[src/rtl/uart_tx_fifo.sv]
// uart_tx_fifo
// Transmit holding FIFO between the APB register interface and the UART
// transmitter. Bytes written by software are queued here. The transmitter pops
// them one at a time with an active-low strobe and gets back registered data.
// Status flags are decoded directly from the registered entry count.

module uart_tx_fifo #(
  parameter int DEPTH = 16,
  parameter int WIDTH = 8
) (
  input  logic                     clk,
  input  logic                     reset_n,
  input  logic                     wr_en,
  input  logic [WIDTH-1:0]         data_in,
  input  logic                     rd_n,
  input  logic                     clr_ovf,
  output logic [WIDTH-1:0]         data_out,
  output logic                     empty,
  output logic                     full,
  output logic                     tx_rdy,
  output logic [$clog2(DEPTH):0]   level,
  output logic                     overflow
);

  localparam int AW = $clog2(DEPTH);
  localparam logic [AW:0] FULL_CNT = (AW+1)'(DEPTH);

  logic [WIDTH-1:0] mem_q [DEPTH];

  logic [AW-1:0]    wr_ptr_q, wr_ptr_d;
  logic [AW-1:0]    rd_ptr_q, rd_ptr_d;
  logic [AW:0]      count_q, count_d;
  logic [WIDTH-1:0] data_out_q, data_out_d;
  logic             overflow_q, overflow_d;

  logic push;
  logic pop;

  // Decode pop/push; a pop frees a slot so a write to a full FIFO can still land
  always_comb begin
    pop  = !rd_n && (count_q != '0);
    push = wr_en && ((count_q != FULL_CNT) || pop);
  end

  // Next-state for pointers, count, popped data and the sticky overflow flag
  always_comb begin
    wr_ptr_d   = wr_ptr_q;
    rd_ptr_d   = rd_ptr_q;
    count_d    = count_q;
    data_out_d = data_out_q;
    overflow_d = overflow_q;

    if (push) begin
      wr_ptr_d = wr_ptr_q + 1'b1;
    end

    if (pop) begin
      rd_ptr_d   = rd_ptr_q + 1'b1;
      data_out_d = mem_q[rd_ptr_q];
    end

    case ({push, pop})
      2'b10:   count_d = count_q + 1'b1;
      2'b01:   count_d = count_q - 1'b1;
      default: count_d = count_q;
    endcase

    // A dropped write wins over a clear arriving in the same cycle
    if (wr_en && !push) begin
      overflow_d = 1'b1;
    end else if (clr_ovf) begin
      overflow_d = 1'b0;
    end
  end

  // Control and output registers, cleared asynchronously
  always_ff @(posedge clk or negedge reset_n) begin
    if (!reset_n) begin
      wr_ptr_q   <= '0;
      rd_ptr_q   <= '0;
      count_q    <= '0;
      data_out_q <= '0;
      overflow_q <= 1'b0;
    end else begin
      wr_ptr_q   <= wr_ptr_d;
      rd_ptr_q   <= rd_ptr_d;
      count_q    <= count_d;
      data_out_q <= data_out_d;
      overflow_q <= overflow_d;
    end
  end

  // Storage array; no reset because entries are always written before being read
  always_ff @(posedge clk) begin
    if (push) begin
      mem_q[wr_ptr_q] <= data_in;
    end
  end

  assign data_out = data_out_q;
  assign empty    = (count_q == '0);
  assign full     = (count_q == FULL_CNT);
  assign tx_rdy   = (count_q != FULL_CNT);
  assign level    = count_q;
  assign overflow = overflow_q;

endmodule

[config.mk]
export PLATFORM = sky130hd
export DESIGN_NAME = uart_tx_fifo
export DESIGN_NICKNAME = d
export VERILOG_FILES = /design/src/rtl/uart_tx_fifo.sv
export SDC_FILE = /design/constraint.sdc
export NUM_CORES = 1
export LEC_CHECK = 0
export CORE_MARGIN = 2
export CORE_UTILIZATION = 45
export CTS_CLUSTER_DIAMETER = 100
export DETAILED_ROUTE_END_ITERATION = 7
export DONT_BUFFER_PORTS = 1
export HOLD_SLACK_MARGIN = 0.05
export PLACE_DENSITY = 0.64
export SYNTH_ARGS = -nofsm -noshare
export SYNTH_HDL_FRONTEND = slang
export SYNTH_SLANG_ARGS = --single-unit
export TNS_END_PERCENT = 5
[constraint.sdc]
create_clock -name clk -period 4.9 [get_ports clk]
set_input_delay 1.225 -clock clk [delete_from_list [all_inputs] [get_ports clk]]
set_output_delay 1.225 -clock clk [all_outputs]
set_load 0.01 [all_outputs]
==> impl_metrics.tcl <==
set metrics [dict create \
    grt.overflow.total 0 \
    cts_buffers 17 \
    worst-path-buf-inv 1 \
    root_buffer "clkbuf_16" \
    synth-compound-area-share 0.02547 \
    drive_gt1_frac 0.2226 \
    post_cts_resized 0 \
    synthTopCellsByArea "edfxtp_1 (64%), mux4_2 (12%), dfrtp_1 (9.1%)" \
    ir_worst_vdd_v 0.0002983 \
    fp.coreArea_sq_um 13190 \
    fp.dieW_um 119.9 \
    layout_common_cells "edfxtp_1 (128), mux4_2 (32), dfrtp_1 (22)" \
    ys_warn_count 0 \
    crit_chain "nor4_1, nand2_1, inv_1" \
    fill_cells 1018 \
    worstSkewPairLatency_ns 0.42 \
    rows 42 \
    drtPass1Iterations 4 \
    io_pins 30 \
    fmax_ghz 0.3077 \
    finalWeightedCongestion 0.8326 \
    yosysTopAreaCell "edfxtp_1" \
    vias 2919 \
    clock_sinks 150 \
    grt_max_degree 35 \
    postCtsSetupBuffers 0 \
    cts_tree "built" \
    postSynthNetCount 336 \
    cts.path.max_buffers 2 \
    hpwlAfterDp_mm 7.184 \
    synth_top_family_by_area "multiplexers" \
    critPathMaxFanout 6 \
    cpMaxStageDelayCell "nor4_1" \
    synthCells 314 \
    end_kind "output port" \
    skew_ns 0.005154 \
    ys_types 34 \
    die_height_um 119.9 \
    drt_wl_total_mm 11.57 \
    setup_viol 0 \
    grt_pass1_vias 2977 \
    yosys.area_share.adder 0.01988 \
    area_delta_synth_final_pct 13.79 \
    worst-slew-pin-transition_ns 1.044 \
    synth-simple-area-share 0.03934 \
    synth_seq_cells 150 \
    cpPeakStageDelay_ns 0.69 \
    path_class "reg -> out" \
    fin_setup_tns_ns 0 \
    maxSlewHeadroom 0.3037 \
    grtUsageTotal 0.1778 \
    critPathLaunchType "register" \
    cp.depth 3 \
    port-buffer-count 0 \
    wl_per_cell_um 22.54 \
    antenna_found_initial 0 \
    yosysSeqAreaShare 0.7271 \
    grt_pass1_wl_mm 18.13 \
    syn_avg_cell_area_sq_um 19.25 \
    syn-cell-area_sq_um 6043 \
    hold_buffers 0 \
    finalHoldViolCount 0 \
    layout.nets 347 \
    cts_max_level 4 \
    cap_violations 0 \
    path_clk_slew_ns 0.06 \
    rr_worst_depth 8 \
    hold_path.class "in -> async" \
    start_util 0.4582 \
    power_per_cell_area_nw_per_um2 599.1 \
    crit_family "simple AND/OR/NAND/NOR gates" \
    antennaDiodeCount 0 \
    yosysTopAreaCellShare 0.6360 \
    layout_commonest_cell "edfxtp_1" \
    drc 0 \
    via_per_inst 5.690 \
    status "complete, no violations" \
    period_minus_slack_ns 3.250 \
    dieArea_sq_um 14370 \
    cp.arrival_ns 2.02 \
    synth_mux_area_frac 0.1571 \
    synth_xor_area_frac 0.01304 \
    postLayoutCoreUtil 0.5213 \
    ant_nets 0 \
    grt_setup_unrepaired "false" \
    crit_required_ns 3.67 \
    drtIter0Drc 271 \
    finalCritPeriodShare 0.6632 \
    slew_violations 0 \
    leakage_nw 2.369 \
]
==> flip-flops by register name, summed over array words and instances, names as in the netlist <==
name / count
rd_ptr_q: 4
data_out: 8
mem_q: 128
wr_ptr_q: 4
overflow: 1
level: 5
==> cell usage after synthesis, drive strengths merged <==
master / count
a2111o: 1
clkbuf: 5
mux4: 32
o211ai: 1
fa: 1
o22ai: 1
o21a: 1
inv: 9
xnor2: 8
edfxtp: 128
nand4: 2
nand2: 18
or3: 1
and3: 8
mux2i: 18
ha: 8
and2: 1
dfrtp: 22
buf: 10
a21o: 3
xor2: 1
nor4: 6
o21ai: 2
mux2: 4
a21oi: 3
or4: 1
nand2b: 1
nor2: 8
o221ai: 8
nand3: 2
==> layout make-up <==
type                    count  area, sq um  share of cell area
flip-flops and latches    150         4394              0.6390
multi-input cells         140         1565              0.2276
clock buffers              18        429.2             0.06241
well taps                 176        220.2             0.03202
clock inverters            13        181.4             0.02638
repair buffers              7        52.55            0.007642
inverters                   9        33.78            0.004913
==> path summary, 6_finish.rpt <==
kind | startpoint | end | slack (ns)
min | reset_n | level[2] | 0.50
max reg2reg | level[0] | level[4] | 1.72
max | level[0] | full | 1.65
min in group clk | rd_ptr_q[3] | rd_ptr_q[3] | 0.52
max in group asynchronous | reset_n | data_out[2] | 4.32
min reg2reg | rd_ptr_q[3] | rd_ptr_q[3] | 0.52
==> worst reg2reg max path, delay by kind of cell, from the launching register on <==
family          cells  cell delay (ns)
fa+ha+maj           1             0.42
compound gates      3             0.92
flops               1             0.49
simple gates        3             0.97
mux                 1             0.24
==> layer usage <==
metal	vias to the layer above	track usage	part of all wire
met5	-	0	0
met4	0	0.07647	0.019
met3	20	0.05181	0.068
met2	93	0.2704	0.49
met1	1523	0.2413	0.42
li1	1283	-	-
==> metrics by stage <==
step	instance area [sq um]	hold WS (ns)	power [mW]	worst slack (ns)	cells
finish	6877	0.5010	4.120	1.650	513
global route	6877	0.4753	4.325	1.484	513
CTS	6877	0.4849	4.157	1.616	513
detailed placement	6266	0.4903	2.818	1.754	482
global placement	6266	0.4958	2.799	1.890	482
floorplan	6043	0.4583	2.541	1.958	314
==> kinds of logic (layout without fill, tap and decap cells) <==
logic type      after synthesis  count (layout)
flops                       150             150
mux                          54              54
simple gates                 48              48
buf+inv                      24              47
compound gates               20              20
fa+ha+maj                     9               9
xor+xnor                      9               9
==> power breakdown <==
group | total [mW] | internal [mW] | leakage (nW) | switching, mW
clock network | 1.34 | 0.847 | 0.286 | 0.491
registers | 1.80 | 1.59 | 1.42 | 0.211
logic | 0.986 | 0.482 | 0.661 | 0.504
No activity file was read; power rests on OpenSTA's default activity.
